## src/rtl/conv_share_arb_2ch_pkg.sv

```systemverilog
// conv_arb_pkg: shared types and helpers for the two-channel convolution
// arbiter (conv_share_arb_2ch) and its tag FIFO.
package conv_arb_pkg;

   // Default float format: half precision (1 sign, 5 exponent, 10 fraction).
   localparam int DEF_EXP_WIDTH  = 5;
   localparam int DEF_FRAC_WIDTH = 10;
   localparam int DEF_FP_WIDTH   = 1 + DEF_EXP_WIDTH + DEF_FRAC_WIDTH;

   typedef logic [DEF_FP_WIDTH-1:0] fp_word_t;

   // Requester id. It is also the value stored in the tag FIFO.
   typedef enum logic {
      CH0 = 1'b0,
      CH1 = 1'b1
   } chan_t;

   // Width of an occupancy counter that has to hold the value 0..depth.
   function automatic int tag_cnt_width(input int depth);
      return $clog2(depth + 1);
   endfunction

endpackage

```

## src/rtl/conv_share_arb_2ch_if.sv

```systemverilog
// conv_share_arb_2ch_if: bundles the request, issue and return buses of
// conv_share_arb_2ch. The slave modport is the arbiter. The master modport
// is the environment: the requesters and the datapath.
interface conv_share_arb_2ch_if #(
   parameter int EXP_WIDTH     = 5,
   parameter int FRAC_WIDTH    = 10,
   parameter int WINDOW_WIDTH  = 1,
   parameter int WINDOW_HEIGHT = 3
);
   localparam int FPW = 1 + EXP_WIDTH + FRAC_WIDTH;

   logic [WINDOW_HEIGHT-1:0][WINDOW_WIDTH-1:0][FPW-1:0] ch0_window_i, ch1_window_i;
   logic [WINDOW_HEIGHT-1:0][WINDOW_WIDTH-1:0][FPW-1:0] kernel0_i, kernel1_i;
   logic [WINDOW_HEIGHT-1:0][WINDOW_WIDTH-1:0][FPW-1:0] conv_window_o, conv_kernel_o;
   logic [15:0]    ch0_col_i, ch0_row_i, ch1_col_i, ch1_row_i;
   logic           ch0_valid_i, ch1_valid_i, ch0_ready_o, ch1_ready_o;
   logic [15:0]    conv_col_o, conv_row_o;
   logic           conv_valid_o;
   logic [FPW-1:0] conv_data_i;
   logic [15:0]    conv_col_i, conv_row_i;
   logic           conv_valid_i;
   logic [FPW-1:0] ch0_data_o, ch1_data_o;
   logic [15:0]    ch0_col_o, ch0_row_o, ch1_col_o, ch1_row_o;
   logic           ch0_valid_o, ch1_valid_o;

   modport slave (
      input  ch0_window_i, ch1_window_i, kernel0_i, kernel1_i,
      input  ch0_col_i, ch0_row_i, ch1_col_i, ch1_row_i, ch0_valid_i, ch1_valid_i,
      output ch0_ready_o, ch1_ready_o,
      output conv_window_o, conv_kernel_o, conv_col_o, conv_row_o, conv_valid_o,
      input  conv_data_i, conv_col_i, conv_row_i, conv_valid_i,
      output ch0_data_o, ch0_col_o, ch0_row_o, ch0_valid_o,
      output ch1_data_o, ch1_col_o, ch1_row_o, ch1_valid_o
   );

   modport master (
      output ch0_window_i, ch1_window_i, kernel0_i, kernel1_i,
      output ch0_col_i, ch0_row_i, ch1_col_i, ch1_row_i, ch0_valid_i, ch1_valid_i,
      input  ch0_ready_o, ch1_ready_o,
      input  conv_window_o, conv_kernel_o, conv_col_o, conv_row_o, conv_valid_o,
      output conv_data_i, conv_col_i, conv_row_i, conv_valid_i,
      input  ch0_data_o, ch0_col_o, ch0_row_o, ch0_valid_o,
      input  ch1_data_o, ch1_col_o, ch1_row_o, ch1_valid_o
   );
endinterface

```

## src/rtl/conv_share_arb_2ch_tag_fifo.sv

```systemverilog
// conv_arb_tag_fifo: small in-order FIFO. It records which channel owns
// each request that is still in flight in the shared datapath.
// dout_o shows the head entry without a read latency.
module conv_arb_tag_fifo
   import conv_arb_pkg::*;
#(
   parameter  int DEPTH = 16,
   parameter  int W     = 1,
   localparam int CW    = tag_cnt_width(DEPTH),
   localparam int PW    = (DEPTH > 1) ? $clog2(DEPTH) : 1
) (
   input  logic          clk_i,
   input  logic          rst_i,
   input  logic          push_i,
   input  logic          pop_i,
   input  logic [W-1:0]  din_i,
   output logic [W-1:0]  dout_o,
   output logic          full_o,
   output logic          empty_o,
   output logic [CW-1:0] count_o
);
   logic [W-1:0]  mem_q [DEPTH];
   logic [PW-1:0] wr_ptr_q, wr_ptr_d, rd_ptr_q, rd_ptr_d;
   logic [CW-1:0] count_q, count_d;
   logic          do_push, do_pop;

   // Full and empty come from the registered count.
   // A pop therefore does not free a slot for a push in the same cycle.
   assign full_o  = (count_q == CW'(DEPTH));
   assign empty_o = (count_q == '0);
   assign count_o = count_q;
   assign dout_o  = mem_q[rd_ptr_q];
   assign do_push = push_i & ~full_o;
   assign do_pop  = pop_i & ~empty_o;

   // Next-state logic for the pointers and the count. The pointers wrap modulo DEPTH.
   always_comb begin
      wr_ptr_d = wr_ptr_q;
      rd_ptr_d = rd_ptr_q;
      count_d  = count_q;
      if (do_push) wr_ptr_d = (wr_ptr_q == PW'(DEPTH - 1)) ? '0 : wr_ptr_q + PW'(1);
      if (do_pop)  rd_ptr_d = (rd_ptr_q == PW'(DEPTH - 1)) ? '0 : rd_ptr_q + PW'(1);
      case ({do_push, do_pop})
         2'b10:   count_d = count_q + CW'(1);
         2'b01:   count_d = count_q - CW'(1);
         default: count_d = count_q;
      endcase
   end

   // Pointer and count registers. Reset discards every entry.
   always_ff @(posedge clk_i) begin
      if (rst_i) begin
         wr_ptr_q <= '0;
         rd_ptr_q <= '0;
         count_q  <= '0;
      end else begin
         wr_ptr_q <= wr_ptr_d;
         rd_ptr_q <= rd_ptr_d;
         count_q  <= count_d;
      end
   end

   // Storage. Storage is not reset, because the count marks which entries are live.
   always_ff @(posedge clk_i) begin
      if (do_push) mem_q[wr_ptr_q] <= din_i;
   end
endmodule

```

## src/rtl/conv_share_arb_2ch.sv

```systemverilog
// conv_share_arb_2ch: shares one convolution datapath between two window
// requesters. Arbitration is round-robin. A tag FIFO returns each result to
// the channel that issued it.
// Optional build macro CONV_SHARE_ARB_PERF_EN adds three counters:
// transfers per channel, and stall cycles caused by a full FIFO.
module conv_share_arb_2ch
   import conv_arb_pkg::*;
#(
   parameter  int EXP_WIDTH     = DEF_EXP_WIDTH,
   parameter  int FRAC_WIDTH    = DEF_FRAC_WIDTH,
   parameter  int WINDOW_WIDTH  = 1,
   parameter  int WINDOW_HEIGHT = 3,
   parameter  int TAG_DEPTH     = 16,
   localparam int FP_WIDTH_REG  = 1 + EXP_WIDTH + FRAC_WIDTH,
   localparam int CNT_W         = tag_cnt_width(TAG_DEPTH)
) (
   input  logic                 clk_i,
   input  logic                 rst_i,
   conv_share_arb_2ch_if.slave  bus,
   output logic                 err_o,
   output logic [CNT_W-1:0]     tag_count_o
`ifdef CONV_SHARE_ARB_PERF_EN
   ,
   output logic [31:0]          perf_grant0_o,
   output logic [31:0]          perf_grant1_o,
   output logic [31:0]          perf_stall_o
`endif
);
   typedef logic [WINDOW_HEIGHT-1:0][WINDOW_WIDTH-1:0][FP_WIDTH_REG-1:0] win_t;

   chan_t                   last_grant_q, gnt_ch, tag_ch;
   logic                    gnt_any, xfer, pop;
   logic                    fifo_full, fifo_empty;
   logic [0:0]              tag_din, tag_dout;
   win_t                    win_d, kern_d, win_q, kern_q;
   logic [15:0]             col_d, row_d, col_q, row_q;
   logic                    conv_valid_q;
   logic                    ch0_valid_q, ch1_valid_q, err_q;
   logic [FP_WIDTH_REG-1:0] ch0_data_q, ch1_data_q;
   logic [15:0]             ch0_col_q, ch0_row_q, ch1_col_q, ch1_row_q;

   // Round-robin grant and issue mux. After reset last_grant is CH1,
   // so ch0 wins the first contention.
   always_comb begin
      gnt_any = bus.ch0_valid_i | bus.ch1_valid_i;
      gnt_ch  = CH0;
      if (bus.ch0_valid_i && bus.ch1_valid_i) gnt_ch = (last_grant_q == CH0) ? CH1 : CH0;
      else if (bus.ch1_valid_i)               gnt_ch = CH1;
      xfer   = gnt_any & ~fifo_full;
      win_d  = bus.ch0_window_i;
      kern_d = bus.kernel0_i;
      col_d  = bus.ch0_col_i;
      row_d  = bus.ch0_row_i;
      if (gnt_ch == CH1) begin
         win_d  = bus.ch1_window_i;
         kern_d = bus.kernel1_i;
         col_d  = bus.ch1_col_i;
         row_d  = bus.ch1_row_i;
      end
   end

   assign bus.ch0_ready_o = xfer & (gnt_ch == CH0);
   assign bus.ch1_ready_o = xfer & (gnt_ch == CH1);

   // Issue stage: register the granted request toward the datapath.
   always_ff @(posedge clk_i) begin
      if (rst_i) begin
         conv_valid_q <= 1'b0;
         win_q        <= '0;
         kern_q       <= '0;
         col_q        <= '0;
         row_q        <= '0;
         last_grant_q <= CH1;
      end else begin
         conv_valid_q <= xfer;
         if (xfer) begin
            win_q        <= win_d;
            kern_q       <= kern_d;
            col_q        <= col_d;
            row_q        <= row_d;
            last_grant_q <= gnt_ch;
         end
      end
   end

   assign bus.conv_valid_o  = conv_valid_q;
   assign bus.conv_window_o = win_q;
   assign bus.conv_kernel_o = kern_q;
   assign bus.conv_col_o    = col_q;
   assign bus.conv_row_o    = row_q;

   assign tag_din = gnt_ch;
   assign tag_ch  = chan_t'(tag_dout);
   assign pop     = bus.conv_valid_i & ~fifo_empty;

   conv_arb_tag_fifo #(
      .DEPTH (TAG_DEPTH),
      .W     (1)
   ) u_tag_fifo (
      .clk_i   (clk_i),
      .rst_i   (rst_i),
      .push_i  (xfer),
      .pop_i   (pop),
      .din_i   (tag_din),
      .dout_o  (tag_dout),
      .full_o  (fifo_full),
      .empty_o (fifo_empty),
      .count_o (tag_count_o)
   );

   // Return stage: send each result to the channel named by the head tag.
   // A result that arrives with no tag outstanding sets the sticky error flag.
   always_ff @(posedge clk_i) begin
      if (rst_i) begin
         ch0_valid_q <= 1'b0;
         ch1_valid_q <= 1'b0;
         ch0_data_q  <= '0;
         ch1_data_q  <= '0;
         ch0_col_q   <= '0;
         ch0_row_q   <= '0;
         ch1_col_q   <= '0;
         ch1_row_q   <= '0;
         err_q       <= 1'b0;
      end else begin
         ch0_valid_q <= pop & (tag_ch == CH0);
         ch1_valid_q <= pop & (tag_ch == CH1);
         if (pop && tag_ch == CH0) begin
            ch0_data_q <= bus.conv_data_i;
            ch0_col_q  <= bus.conv_col_i;
            ch0_row_q  <= bus.conv_row_i;
         end
         if (pop && tag_ch == CH1) begin
            ch1_data_q <= bus.conv_data_i;
            ch1_col_q  <= bus.conv_col_i;
            ch1_row_q  <= bus.conv_row_i;
         end
         if (bus.conv_valid_i && fifo_empty) err_q <= 1'b1;
      end
   end

   assign bus.ch0_valid_o = ch0_valid_q;
   assign bus.ch1_valid_o = ch1_valid_q;
   assign bus.ch0_data_o  = ch0_data_q;
   assign bus.ch1_data_o  = ch1_data_q;
   assign bus.ch0_col_o   = ch0_col_q;
   assign bus.ch0_row_o   = ch0_row_q;
   assign bus.ch1_col_o   = ch1_col_q;
   assign bus.ch1_row_o   = ch1_row_q;
   assign err_o           = err_q;

`ifdef CONV_SHARE_ARB_PERF_EN
   logic [31:0] perf_g0_q, perf_g1_q, perf_st_q;

   // Performance counters. They wrap naturally at 2^32.
   always_ff @(posedge clk_i) begin
      if (rst_i) begin
         perf_g0_q <= '0;
         perf_g1_q <= '0;
         perf_st_q <= '0;
      end else begin
         if (xfer && gnt_ch == CH0) perf_g0_q <= perf_g0_q + 32'd1;
         if (xfer && gnt_ch == CH1) perf_g1_q <= perf_g1_q + 32'd1;
         if (gnt_any && fifo_full)  perf_st_q <= perf_st_q + 32'd1;
      end
   end

   assign perf_grant0_o = perf_g0_q;
   assign perf_grant1_o = perf_g1_q;
   assign perf_stall_o  = perf_st_q;
`endif
endmodule

```

## src/flat_wrapper.sv

```systemverilog
// flat-port wrapper written by rule: the top's interface ports become plain ports
module conv_share_arb_2ch_flat import conv_arb_pkg::*;
#(
   parameter  int EXP_WIDTH     = DEF_EXP_WIDTH,
   parameter  int FRAC_WIDTH    = DEF_FRAC_WIDTH,
   parameter  int WINDOW_WIDTH  = 1,
   parameter  int WINDOW_HEIGHT = 3,
   parameter  int TAG_DEPTH     = 16,
   localparam int FP_WIDTH_REG  = 1 + EXP_WIDTH + FRAC_WIDTH,
   localparam int CNT_W         = tag_cnt_width(TAG_DEPTH)
)
  (clk_i, rst_i, err_o, tag_count_o, bus_ch0_window_i, bus_ch1_window_i, bus_kernel0_i, bus_kernel1_i, bus_ch0_col_i, bus_ch0_row_i, bus_ch1_col_i, bus_ch1_row_i, bus_ch0_valid_i, bus_ch1_valid_i, bus_ch0_ready_o, bus_ch1_ready_o, bus_conv_window_o, bus_conv_kernel_o, bus_conv_col_o, bus_conv_row_o, bus_conv_valid_o, bus_conv_data_i, bus_conv_col_i, bus_conv_row_i, bus_conv_valid_i, bus_ch0_data_o, bus_ch0_col_o, bus_ch0_row_o, bus_ch0_valid_o, bus_ch1_data_o, bus_ch1_col_o, bus_ch1_row_o, bus_ch1_valid_o);
  conv_share_arb_2ch_if #(.EXP_WIDTH(EXP_WIDTH), .FRAC_WIDTH(FRAC_WIDTH), .WINDOW_WIDTH(WINDOW_WIDTH), .WINDOW_HEIGHT(WINDOW_HEIGHT)) bus_i ();
  input  logic clk_i;
  input  logic rst_i;
  output logic err_o;
  output logic [CNT_W-1:0] tag_count_o;
  input wire logic [$bits(bus_i.ch0_window_i)-1:0] bus_ch0_window_i;
  input wire logic [$bits(bus_i.ch1_window_i)-1:0] bus_ch1_window_i;
  input wire logic [$bits(bus_i.kernel0_i)-1:0] bus_kernel0_i;
  input wire logic [$bits(bus_i.kernel1_i)-1:0] bus_kernel1_i;
  input wire logic [$bits(bus_i.ch0_col_i)-1:0] bus_ch0_col_i;
  input wire logic [$bits(bus_i.ch0_row_i)-1:0] bus_ch0_row_i;
  input wire logic [$bits(bus_i.ch1_col_i)-1:0] bus_ch1_col_i;
  input wire logic [$bits(bus_i.ch1_row_i)-1:0] bus_ch1_row_i;
  input wire logic [$bits(bus_i.ch0_valid_i)-1:0] bus_ch0_valid_i;
  input wire logic [$bits(bus_i.ch1_valid_i)-1:0] bus_ch1_valid_i;
  output wire logic [$bits(bus_i.ch0_ready_o)-1:0] bus_ch0_ready_o;
  output wire logic [$bits(bus_i.ch1_ready_o)-1:0] bus_ch1_ready_o;
  output wire logic [$bits(bus_i.conv_window_o)-1:0] bus_conv_window_o;
  output wire logic [$bits(bus_i.conv_kernel_o)-1:0] bus_conv_kernel_o;
  output wire logic [$bits(bus_i.conv_col_o)-1:0] bus_conv_col_o;
  output wire logic [$bits(bus_i.conv_row_o)-1:0] bus_conv_row_o;
  output wire logic [$bits(bus_i.conv_valid_o)-1:0] bus_conv_valid_o;
  input wire logic [$bits(bus_i.conv_data_i)-1:0] bus_conv_data_i;
  input wire logic [$bits(bus_i.conv_col_i)-1:0] bus_conv_col_i;
  input wire logic [$bits(bus_i.conv_row_i)-1:0] bus_conv_row_i;
  input wire logic [$bits(bus_i.conv_valid_i)-1:0] bus_conv_valid_i;
  output wire logic [$bits(bus_i.ch0_data_o)-1:0] bus_ch0_data_o;
  output wire logic [$bits(bus_i.ch0_col_o)-1:0] bus_ch0_col_o;
  output wire logic [$bits(bus_i.ch0_row_o)-1:0] bus_ch0_row_o;
  output wire logic [$bits(bus_i.ch0_valid_o)-1:0] bus_ch0_valid_o;
  output wire logic [$bits(bus_i.ch1_data_o)-1:0] bus_ch1_data_o;
  output wire logic [$bits(bus_i.ch1_col_o)-1:0] bus_ch1_col_o;
  output wire logic [$bits(bus_i.ch1_row_o)-1:0] bus_ch1_row_o;
  output wire logic [$bits(bus_i.ch1_valid_o)-1:0] bus_ch1_valid_o;
  assign bus_i.ch0_window_i = bus_ch0_window_i;
  assign bus_i.ch1_window_i = bus_ch1_window_i;
  assign bus_i.kernel0_i = bus_kernel0_i;
  assign bus_i.kernel1_i = bus_kernel1_i;
  assign bus_i.ch0_col_i = bus_ch0_col_i;
  assign bus_i.ch0_row_i = bus_ch0_row_i;
  assign bus_i.ch1_col_i = bus_ch1_col_i;
  assign bus_i.ch1_row_i = bus_ch1_row_i;
  assign bus_i.ch0_valid_i = bus_ch0_valid_i;
  assign bus_i.ch1_valid_i = bus_ch1_valid_i;
  assign bus_ch0_ready_o = bus_i.ch0_ready_o;
  assign bus_ch1_ready_o = bus_i.ch1_ready_o;
  assign bus_conv_window_o = bus_i.conv_window_o;
  assign bus_conv_kernel_o = bus_i.conv_kernel_o;
  assign bus_conv_col_o = bus_i.conv_col_o;
  assign bus_conv_row_o = bus_i.conv_row_o;
  assign bus_conv_valid_o = bus_i.conv_valid_o;
  assign bus_i.conv_data_i = bus_conv_data_i;
  assign bus_i.conv_col_i = bus_conv_col_i;
  assign bus_i.conv_row_i = bus_conv_row_i;
  assign bus_i.conv_valid_i = bus_conv_valid_i;
  assign bus_ch0_data_o = bus_i.ch0_data_o;
  assign bus_ch0_col_o = bus_i.ch0_col_o;
  assign bus_ch0_row_o = bus_i.ch0_row_o;
  assign bus_ch0_valid_o = bus_i.ch0_valid_o;
  assign bus_ch1_data_o = bus_i.ch1_data_o;
  assign bus_ch1_col_o = bus_i.ch1_col_o;
  assign bus_ch1_row_o = bus_i.ch1_row_o;
  assign bus_ch1_valid_o = bus_i.ch1_valid_o;
  conv_share_arb_2ch #(.EXP_WIDTH(EXP_WIDTH), .FRAC_WIDTH(FRAC_WIDTH), .WINDOW_WIDTH(WINDOW_WIDTH), .WINDOW_HEIGHT(WINDOW_HEIGHT), .TAG_DEPTH(TAG_DEPTH)) u_core (.clk_i(clk_i), .rst_i(rst_i), .bus(bus_i), .err_o(err_o), .tag_count_o(tag_count_o));
endmodule
```

## config.mk

```make
export PLATFORM = sky130hd
export DESIGN_NAME = conv_share_arb_2ch_flat
export DESIGN_NICKNAME = d
export VERILOG_FILES = /design/src/rtl/conv_share_arb_2ch_pkg.sv /design/src/rtl/conv_share_arb_2ch_if.sv /design/src/rtl/conv_share_arb_2ch_tag_fifo.sv /design/src/rtl/conv_share_arb_2ch.sv /design/src/flat_wrapper.sv
export SDC_FILE = /design/constraint.sdc
export NUM_CORES = 1
export LEC_CHECK = 0
export BUFFER_PORTS_ARGS = -buffer_cell sky130_fd_sc_hd__buf_2
export CORE_AREA = 2 2 212 214
export DETAILED_ROUTE_END_ITERATION = 7
export DIE_AREA = 0 0 214 216
export HOLD_SLACK_MARGIN = 0.08
export PLACE_DENSITY = 0.5
export SLEW_MARGIN = 20
export SYNTH_ARGS = -nofsm -noshare
export SYNTH_HDL_FRONTEND = slang
export SYNTH_HIERARCHICAL = 1
export SYNTH_SLANG_ARGS = --single-unit
export TNS_END_PERCENT = 1
```

## constraint.sdc

```tcl
create_clock -name clk_i -period 3.9 [get_ports clk_i]
set_clock_uncertainty 0.15 [all_clocks]
set_input_delay 0.39 -clock clk_i [delete_from_list [all_inputs] [get_ports clk_i]]
set_output_delay 0.39 -clock clk_i [all_outputs]
set_load 0.05 [all_outputs]
```

==> results_dict.tcl, run 1 <==
set metrics [dict create \
    finalWorstSetupSlack_ps 473 \
    hpwl_um 26900 \
    io_pins 544 \
    syn_nets 1344 \
    final_antenna_net_count 0 \
    tightest_slew_ps 1020 \
    overflow 0 \
    maxCapViolations 0 \
    p_leak_nw 7.89 \
    first_global_vias 11500 \
    drtPass1Iterations 4 \
    hold_path.class "in2reg" \
    yosysUniqueCellTypes 49 \
    syn_avg_cell_area_um2 9.99 \
    drt_iter0_drc 790 \
    htreeDepth 1 \
    gp_congestion 0.861 \
    cp_common_cell "ha_1" \
    cts_sinks 262 \
    worstHoldPathCells 4 \
    setup_viol 0 \
    clockBufferDepth 3 \
    ys_seq_elements 262 \
    clk_pin_slew_worst_paths_ps 60 \
    cp_max_fo 12 \
    seq_area_frac_synth 0.527 \
    cp-end-kind "register" \
    drive_above_1_share 0.339 \
    path_class "reg2reg" \
    drt-vias-per-instance 4.57 \
    grtUsageTotal 0.168 \
    slowest_delay_ps 600 \
    timing.final.crit_share 0.879 \
    cts_setup_buffers 0 \
    synth_top_area_cell "dfxtp_1" \
    ctsRootBufferMaster "clkbuf_16" \
    grt_max_degree 131 \
    peakVddDrop_v 0.000313 \
    fmax_mhz 292 \
    pre_cts_ws_ps 461 \
    synth_edf_count 16 \
    p_per_area_nw_per_um2 543 \
    cts_tree "built" \
    outcome "complete, no violations" \
    clk_latency_ps 570 \
    grt_pass1_wl_um 63800 \
    startpoint_type "register" \
    fin_setup_tns_ps 0 \
    synth_flop_cell "dfxtp_1" \
    numPortBuffers 543 \
    arrival_ps 3740 \
    synth-async-reset-ratio 0 \
    row_count 77 \
    initial_utilization 0.234 \
    post-route-drc-count 0 \
    post-route-util 0.401 \
    die_y_um 216 \
    drt-total-wl_um 41300 \
    cts_made_buffers 31 \
    yosysWarningCount 6 \
    finalPower_mw 9.53 \
    routedWlPerCell_um 16.9 \
    nNetsFinal 2138 \
    vias 11200 \
    cp_cell_sequence "or4_4 > nor2_1 > o21ba_4 > o21a_4 > clkinv_2 > ha_1 > xor2_1 > ha_1 > and3b_1 > o21ai_0 > a31oi_1 > mux2_2" \
    critPathSlowestCell "or4_4" \
    hold_ws_ps 167 \
    grt_setup_unrepaired "no" \
    syn_area_um2 10300 \
    final_hold_viol_count 0 \
    syn_inst 1027 \
    critPathRequiredTime_ps 4210 \
    synth_area_leaders "dfxtp_1 (48%), a221o_1 (12%), nor3b_1 (9.4%)" \
    fin_crit_ps 3430 \
    yosysTopAreaCellShare 0.480 \
    core_um2 43800 \
    antenna_found_initial 3 \
    syn_to_final_growth_pct 71.3 \
    die_w_um 214 \
    r2r_cells 12 \
    relSlewSlack 0.319 \
    slew_violations 0 \
    dieArea_um2 46200 \
]
==> layout by cell type (no fill, tap or decap), types with 3 or more instances in the layout <==
| cell | n |
|---|---|
| ha_1 | 8 |
| clkinv_2 | 6 |
| a21oi_1 | 104 |
| buf_12 | 5 |
| clkinvlp_4 | 3 |
| nor2_1 | 18 |
| nand2_1 | 200 |
| clkbuf_8 | 9 |
| a221o_1 | 128 |
| o21ai_0 | 6 |
| mux4_2 | 5 |
| nor2b_1 | 6 |
| nor4b_1 | 5 |
| clkbuf_1 | 4 |
| dfxtp_1 | 246 |
| nor3b_1 | 128 |
| clkbuf_16 | 32 |
| dlygate4sd3_1 | 306 |
| inv_1 | 4 |
| buf_2 | 542 |
| bufinv_16 | 3 |
| and3_1 | 7 |
| nand3_1 | 4 |
| buf_4 | 5 |
| xor2_1 | 5 |
| and4_1 | 3 |
| edfxtp_1 | 16 |
==> final cells by class <==
type | instances | area [um^2]
clock inverter | 13 | 166
tap | 592 | 741
inverter | 5 | 20.0
clock buffer | 45 | 940
timing repair buffer | 859 | 5920
fill | 4355 | 26300
multi-input combinational | 662 | 4370
antenna | 2 | 5.00
sequential | 262 | 5410
==> final timing paths <==
kind | startpoint | to | slack, ps
setup / recovery | u_core/u_tag_fifo/count_o[1] | u_core/u_tag_fifo/count_o[4] | 470
hold / removal | bus_ch1_valid_i | u_core/last_grant_q | 170
setup reg to reg | u_core/u_tag_fifo/count_o[1] | u_core/u_tag_fifo/count_o[4] | 470
hold reg to reg | u_core/bus.ch0_data_o[3] | u_core/bus.ch0_data_o[3] | 300
==> state kept, by name (all words and copies together) (netlist names), 4 cells and up, named ones only <==
signal	count
u_core/bus.ch1_row_o	16
u_core/u_tag_fifo/rd_ptr_q	4
u_core/bus.conv_row_o	16
u_core/u_tag_fifo/count_o	5
u_core/bus.conv_col_o	16
u_core/bus.ch0_col_o	16
u_core/bus.ch1_col_o	16
u_core/bus.conv_kernel_o	48
u_core/bus.ch0_data_o	16
u_core/u_tag_fifo/mem_q	16
u_core/bus.conv_window_o	48
u_core/bus.ch0_row_o	16
u_core/bus.ch1_data_o	16
u_core/u_tag_fifo/wr_ptr_q	4
==> routing by layer <==
layer | wire, um | global-route usage | up-vias | share of wire
met1 | 16800 | 0.203 | 5292 | 0.41
met3 | 2750 | 0.0399 | 95 | 0.067
met5 | 13 | 0 | - | 0.00032
met4 | 1320 | 0.0655 | 2 | 0.032
li1 | - | - | 5355 | -
met2 | 20300 | 0.289 | 410 | 0.49
==> synth_stat cells (2+ instances only) <==
| cell | n |
|---|---|
| buf_2 | 59 |
| mux2i_1 | 2 |
| edfxtp_1 | 16 |
| and3_1 | 7 |
| xor2_1 | 5 |
| nor3b_1 | 128 |
| a21oi_2 | 2 |
| a21oi_1 | 104 |
| and4_1 | 3 |
| or3_1 | 2 |
| and3b_1 | 2 |
| mux4_2 | 5 |
| ha_1 | 8 |
| buf_4 | 4 |
| a31oi_1 | 2 |
| inv_1 | 4 |
| nand3b_1 | 2 |
| nor4b_1 | 5 |
| dfxtp_1 | 246 |
| nand2_1 | 200 |
| clkbuf_1 | 25 |
| nand2b_1 | 2 |
| nand3_1 | 4 |
| o211ai_1 | 2 |
| nor2b_1 | 6 |
| mux2_2 | 2 |
| o21ai_0 | 6 |
| a221o_1 | 128 |
| buf_1 | 5 |
| nor2_1 | 18 |
| buf_6 | 5 |
==> power breakdown <==
group	total, mW	internal, mW	leakage (nW)	switching (mW)
logic	3.20	1.04	5.18	2.15
registers	3.26	3.05	2.17	0.202
clock network	3.08	1.87	0.540	1.21
total	9.53	5.97	7.89	3.56
==> critical path: cells and delay by family (launching register included) <==
family                     cells  cell delay, ps
DFF                            1             390
adders and majority gates      2             550
and+or+nand+nor                3             920
xor gates and xnor gates       1             200
AOI/OAI and AO/OA              4             610
buffers and inverters          1             150
muxes                          1             340
==> per-stage QoR <==
stage	area, um^2	instances
5_1_grt	17600	2440
2_1_floorplan	10300	1027
4_1_cts	17600	2438
6_report	17600	2440
3_5_place_dp	13400	2074
3_3_place_gp	13400	2074
==> timing repair <==
| action | in CTS | in global routing |
|---|---|---|
| gates resized for setup | 0 | 0 |
| hold endpoints to repair | 227 | 0 |
| hold buffers | 306 | 0 |
==> logic make-up after synthesis <==
logic type               after synthesis  synth area share
multiplexers                           9            0.0151
AO/OA/AOI/OAI                        254             0.192
buffers and inverters                103            0.0501
adder cells (fa/ha/maj)                8           0.00976
XOR/XNOR                               5           0.00427
flip-flops                           262             0.527
AND/OR/NAND/NOR                      386             0.202
Power figures use the tool's default switching activity.
==> run 2, diff against run 1 <==
Settings changed: CORE_AREA 2 2 212 214 to 2 2 214 216, DIE_AREA 0 0 214 216 to 0 0 216 218, PLACE_DENSITY 0.5 to 0.52, SYNTH_HIERARCHICAL 1 to unset.
==> run 2 against run 1 <==
Clock-buffer cell count is the same. Die area up 1.9%. Sequential share of layout area decreased by 0.66 points. Register-to-register slack improved by 110 ps. Critical path type unchanged. Utilization decreased by 0.091 points. Via count is 2.3% higher.
==> results_dict.tcl, run 2 <==
set metrics [dict create \
    outcome "complete, no violations" \
    die_y_um 218 \
    relSlewSlack 0.328 \
    synth.most_common_cell "dfxtp_1" \
    cp-endpoint "u_core.u_tag_fifo.count_o[4]" \
    syn_avg_cell_area_um2 9.90 \
    post_cts_resized 0 \
    die_w_um 216 \
    worstReg2RegEnd "u_core.u_tag_fifo.count_o[4]" \
    grt_max_degree 147 \
    cts_made_buffers 30 \
    drt_iter0_drc 568 \
    timing.final.crit_share 0.849 \
    startpoint_type "register" \
    slowest_delay_ps 560 \
    hpwl_um 29800 \
    cts_setup_buffers 0 \
    syn_to_final_growth_pct 60.9 \
    cp.depth 12 \
    yosys-top-cells-count "dfxtp_1 (246), nor2_1 (152), nand2b_1 (148)" \
    numPortBuffers 543 \
    maxCapViolations 0 \
    synth_edf_count 16 \
    dieArea_um2 47100 \
    path_class "reg2reg" \
    grt_pass1_wl_um 64600 \
    final_common_cell "buf_2" \
    worst-path-buf-inv 2 \
    grt_setup_unrepaired "no" \
    clockBufferDepth 3 \
    fin_area_um2 18000 \
    fin_setup_tns_ps 0 \
    drive_above_1_share 0.326 \
    yosysWarningCount 0 \
    tightest_slew_ps 1010 \
    seq_area_frac_synth 0.485 \
    routedWlPerCell_um 17.6 \
    drt-total-wl_um 43900 \
    vias 11400 \
    syn_inst 1127 \
    yosysUniqueCellTypes 43 \
    place_area_um2 14400 \
    nNetsFinal 2181 \
    peakVddDrop_v 0.000357 \
    p_per_area_nw_per_um2 565 \
    synth_flop_cell "dfxtp_1" \
    clk_pin_slew_worst_paths_ps 60 \
    ctsRootBufferMaster "clkbuf_16" \
    cp-end-kind "register" \
    core_um2 44900 \
    mostFrequentLayoutCells "buf_2 (542), dlygate4sd3_1 (255), dfxtp_1 (246), nor2_1 (152), nand2b_1 (148)" \
    finalWorstSetupSlack_ps 588 \
    io_pins 544 \
    initial_utilization 0.248 \
    slew_violations 0 \
    overflow 0 \
    multi_input_area_um2 5280 \
    yosysTopAreaCellShare 0.442 \
    hold_path.class "in2reg" \
    cp_max_fo 10 \
    pre_cts_ws_ps 626 \
    setup_viol 0 \
    critPathRequiredTime_ps 4160 \
    fmax_mhz 302 \
    antenna_found_initial 15 \
    cp_cell_sequence "nor4_1 > buf_4 > a21boi_1 > inv_4 > ha_1 > xor2_1 > ha_1 > a21oi_1 > o22ai_1 > a222oi_1 > or3_1 > a21oi_1" \
    syn_area_um2 11200 \
    drtPass1Iterations 5 \
    fin_crit_ps 3310 \
    path_delay_family "compound AO/OA/AOI/OAI gates" \
    cts_tree "built" \
    final_hold_viol_count 0 \
    htreeDepth 1 \
    synth-async-reset-ratio 0 \
    final_antenna_net_count 0 \
    grtUsageTotal 0.175 \
    rrSetupSlack_ps 590 \
    hp-start "bus_kernel0_i[7]" \
    gp_congestion 0.799 \
    startpoint "u_core.u_tag_fifo.count_o[2]" \
    drt-vias-per-instance 4.57 \
    r2r_cells 12 \
    first_global_vias 11400 \
    synth_top_area_cell "dfxtp_1" \
    clk_latency_ps 570 \
    register_area_um2 5410 \
    arrival_ps 3580 \
    syn_nets 1444 \
    cts_sinks 262 \
    reg2reg_from "u_core.u_tag_fifo.count_o[2]" \
    post-route-drc-count 0 \
    ys_seq_elements 262 \
    post-route-util 0.400 \
    fillers 4445 \
    p_leak_nw 8.95 \
    synth_area_leaders "dfxtp_1 (44%), a22o_1 (10%), mux2i_1 (9.4%)" \
    row_count 78 \
    critPathSlowestCell "dfxtp_1" \
    cts_hold_buf 255 \
    hold_ws_ps 85.2 \
]
==> run 2: tightest hold or removal path: stages <==
cell	delay [ps]
buf_2	80
a22o_1	140
a22oi_1	70
nor2_1	80
==> run 2: routing by layer <==
metal	GRT usage	up-vias	wire [um]	share of wire
met3	0.0534	91	3600	0.082
met5	0	-	22	0.00050
met2	0.309	466	21600	0.49
li1	-	5515	-	-
met4	0.0920	4	2290	0.052
met1	0.187	5329	16400	0.37
==> run 2: stage by stage <==
stage               power (mW)  std cells
finish                    10.1       2495
global placement          7.03       2177
global route              10.6       2494
floorplan                 6.09       1127
detailed placement        7.06       2177
CTS                       10.2       2488
==> run 2: area by class of cell <==
type	count	share of cell area
Antenna cell	7	0.000976
Multi-Input combinational cell	752	0.294
Clock buffer	45	0.0494
Timing Repair Buffer	809	0.303
Clock inverter	11	0.00697
Inverter	9	0.00202
Sequential cell	262	0.301
Tap cell	600	0.0418
==> run 2: kinds of logic (layout without fill, tap and decap cells) <==
kind of cell / Yosys count / count (layout) / synth area share
fa+ha+maj: 8 / 8 / 0.00898
xor+xnor: 6 / 6 / 0.00471
flops: 262 / 262 / 0.485
compound gates: 290 / 290 / 0.208
buf+inv: 113 / 874 / 0.0445
simple gates: 341 / 341 / 0.153
mux: 107 / 107 / 0.0963
other cells: 0 / 7 / 0
==> run 2: how the worst min path moves through the flow <==
stage                                   endpoint  slack (ps)  depth (start not counted)
detailed placement      u_core.bus.ch1_row_o[15]         310                          2
global route        u_core.bus.conv_kernel_o[37]         100                          4
finish               u_core.bus.conv_kernel_o[7]          90                          4
global placement       u_core.bus.ch1_data_o[13]         310                          2
floorplan                    u_core.last_grant_q         310                          1
CTS                 u_core.bus.conv_kernel_o[35]          80                          4
==> run 2: power by group <==
group / total [mW] / internal [mW] / switching, mW / leakage, nW
Sequential: 3.39 / 3.13 / 0.266 / 2.17
Clock: 2.86 / 1.70 / 1.16 / 0.491
Combinational: 3.88 / 1.27 / 2.61 / 6.29
Total: 10.1 / 6.10 / 4.03 / 8.95
==> run 3, diff against run 2 <==
Settings changed: ABC_AREA set to 1, CORE_AREA 2 2 214 216 to 2 2 209 211, DIE_AREA 0 0 216 218 to 0 0 211 213, PLACE_DENSITY 0.52 to 0.54.
Clock period 3.9 ns to 3.1 ns, I/O delays scaled along.
==> run 3 against run 2 <==
First-iteration DRC count up 45%. Clock power up 29%. Worst setup slack worse by 410 ps. Final cell count up 19%. Sequential share of layout area down 1.1 points. Via count up 19%. Combinational power up 83%. Die area down 4.6%. Global-route usage up 2.5 points.
==> results_dict.tcl, run 3 <==
set metrics [dict create \
    ys_seq_elements 262 \
    numPortBuffers 543 \
    synth_edf_count 16 \
    synth_mux_area_frac 0 \
    cts_made_buffers 31 \
    final_antenna_net_count 0 \
    mostFrequentLayoutCells "nand2_1 (578), buf_2 (542), dlygate4sd3_1 (308), dfxtp_1 (246), inv_1 (159)" \
    yosysUniqueCellTypes 28 \
    fmax_mhz 342 \
    hold_ws_ps 160 \
    synth-compound-area-share 0.102 \
    routedWlPerCell_um 15.9 \
    row_count 76 \
    timing.final.crit_share 0.943 \
    yosys-top-cells-count "nand2_1 (579), dfxtp_1 (246), inv_1 (161)" \
    syn_avg_cell_area_um2 7.10 \
    grt_max_degree 150 \
    path_class "in2reg" \
    synth_flop_cell "dfxtp_1" \
    synth_top_family_by_area "simple AND/OR/NAND/NOR gates" \
    synth_adder_area_share 0.00885 \
    cp-end-kind "register" \
    pre_cts_ws_ps 583 \
    yosysTopAreaCellShare 0.435 \
    final_common_cell "nand2_1" \
    yosysWarningCount 0 \
    outcome "complete, no violations" \
    relSlewSlack 0.492 \
    setup_viol 0 \
    post-route-util 0.436 \
    syn_area_um2 11300 \
    clk_latency_ps 570 \
    finalPower_mw 15.4 \
    cts_sinks 262 \
    r2r_cells 8 \
    drt-vias-per-instance 4.55 \
    worstHoldPathCells 5 \
    maxCapViolations 0 \
    grtUsageTotal 0.200 \
    synth-async-reset-ratio 0 \
    antenna_found_initial 22 \
    peakVddDrop_v 0.000568 \
    syn_inst 1593 \
    cts_tree "built" \
    drtPass1Iterations 7 \
    fin_setup_tns_ps 0 \
    final_hold_viol_count 0 \
    p_per_area_nw_per_um2 827 \
    arrival_ps 3280 \
    drt_iter0_drc 822 \
    synth_top_area_cell "dfxtp_1" \
    synth_area_leaders "dfxtp_1 (44%), nand2_1 (19%), a31oi_1 (7.1%)" \
    io_pins 544 \
    nNetsFinal 2703 \
    overflow 0 \
    hpwl_um 32200 \
    synthXorXnorAreaFrac 0.00542 \
    post-route-drc-count 0 \
    gp_congestion 0.883 \
    drive_above_1_share 0.266 \
    dieArea_um2 44900 \
    first_global_vias 13400 \
    cp_max_fo 20 \
    die_w_um 211 \
    synthSimpleGateAreaFrac 0.297 \
    core_um2 42700 \
    critPathRequiredTime_ps 3460 \
    clk_pin_slew_worst_paths_ps 60 \
    seq_area_frac_synth 0.478 \
    initial_utilization 0.265 \
    tightest_slew_ps 761 \
    p_leak_nw 9.32 \
    drt-total-wl_um 47400 \
    ctsRootBufferMaster "clkbuf_16" \
    clockBufferDepth 3 \
    hold_path.class "in2reg" \
    htreeDepth 1 \
    grt_pass1_wl_um 71400 \
    syn_to_final_growth_pct 64.5 \
    syn_nets 1910 \
    die_y_um 213 \
    fin_crit_ps 2920 \
    synth.most_common_cell "nand2_1" \
    startpoint_type "primary input" \
    vias 13500 \
    slew_violations 0 \
    finalWorstSetupSlack_ps 177 \
]
run 3: cell types whose count changed after synthesis, moves of 38 or more:
cell	change
nand2_1	+562
inv_1	+154
nand2b_1	-148
a22oi_1	-130
a22o_1	-128
a31oi_1	+127
mux2i_1	-105
nand3_1	+61
nand4_1	+50
a21oi_1	+45
buf_2	+38
run 3: per-stage QoR:
stage          instance area [um^2]  instances
3_5_place_dp                  14400       2591
6_report                      18600       2975
5_1_grt                       18600       2972
4_1_cts                       18500       2954
3_3_place_gp                  14400       2591
2_1_floorplan                 11300       1593
run 3: per-layer routing:
metal | vias to the layer above | global-route usage | wire length, um | part of all wire
li1 | 6676 | - | - | -
met1 | 6196 | 0.226 | 18400 | 0.39
met2 | 537 | 0.349 | 23100 | 0.49
met3 | 124 | 0.0524 | 3740 | 0.079
met4 | 4 | 0.0964 | 2190 | 0.046
met5 | - | 0 | 27 | 0.00057
run 3: worst max-delay path, stage by stage:
cell and delay (ps):
dlygate4sd3_1 520, buf_2 100, nand2_1 40, nand2_1 110
clkinvlp_4 280, nor2_4 650, buf_4 360, nand2_1 110
a31oi_1 190, dlygate4sd3_1 580
run 3: cell families after synthesis:
family / count (synthesis)
xor gates and xnor gates: 7
and+or+nand+nor: 830
adders and majority gates: 8
DFF: 262
AOI/OAI and AO/OA: 198
buffers and inverters: 288
run 3: path summary, 6_finish.rpt:
kind / start / endpoint / slack, ps
min reg2reg: u_core.bus.ch1_data_o[13] / u_core.bus.ch1_data_o[13] / 320
max reg2reg: u_core.last_grant_q / u_core.bus.conv_col_o[4] / 180
max: bus_ch0_valid_i / u_core.bus.conv_col_o[4] / 180
min: bus_ch1_valid_i / u_core.u_tag_fifo.wr_ptr_q[1] / 160
run 3: area by class of cell:
cell class / count / area, um^2
repair buffers: 873 / 6080
flip-flops and latches: 262 / 5410
multi-input cells: 1043 / 4690
diodes: 21 / 52.6
well taps: 546 / 683
fillers: 4248 / 24100
inverters: 175 / 669
clock buffers: 41 / 885
clock inverters: 14 / 139
run 3: where the power goes:
part | switching (mW) | internal, mW
combinational | 5.12 | 1.99
clock | 1.52 | 2.17
sequential | 0.433 | 4.17
run 3: what timing repair did:
item / in CTS / in global routing
setup endpoints to repair: 0 / 5
hold endpoints to repair: 239 / 0
resized for setup: 0 / 1
hold buffers: 308 / 0
buffers inserted: 0 / 0
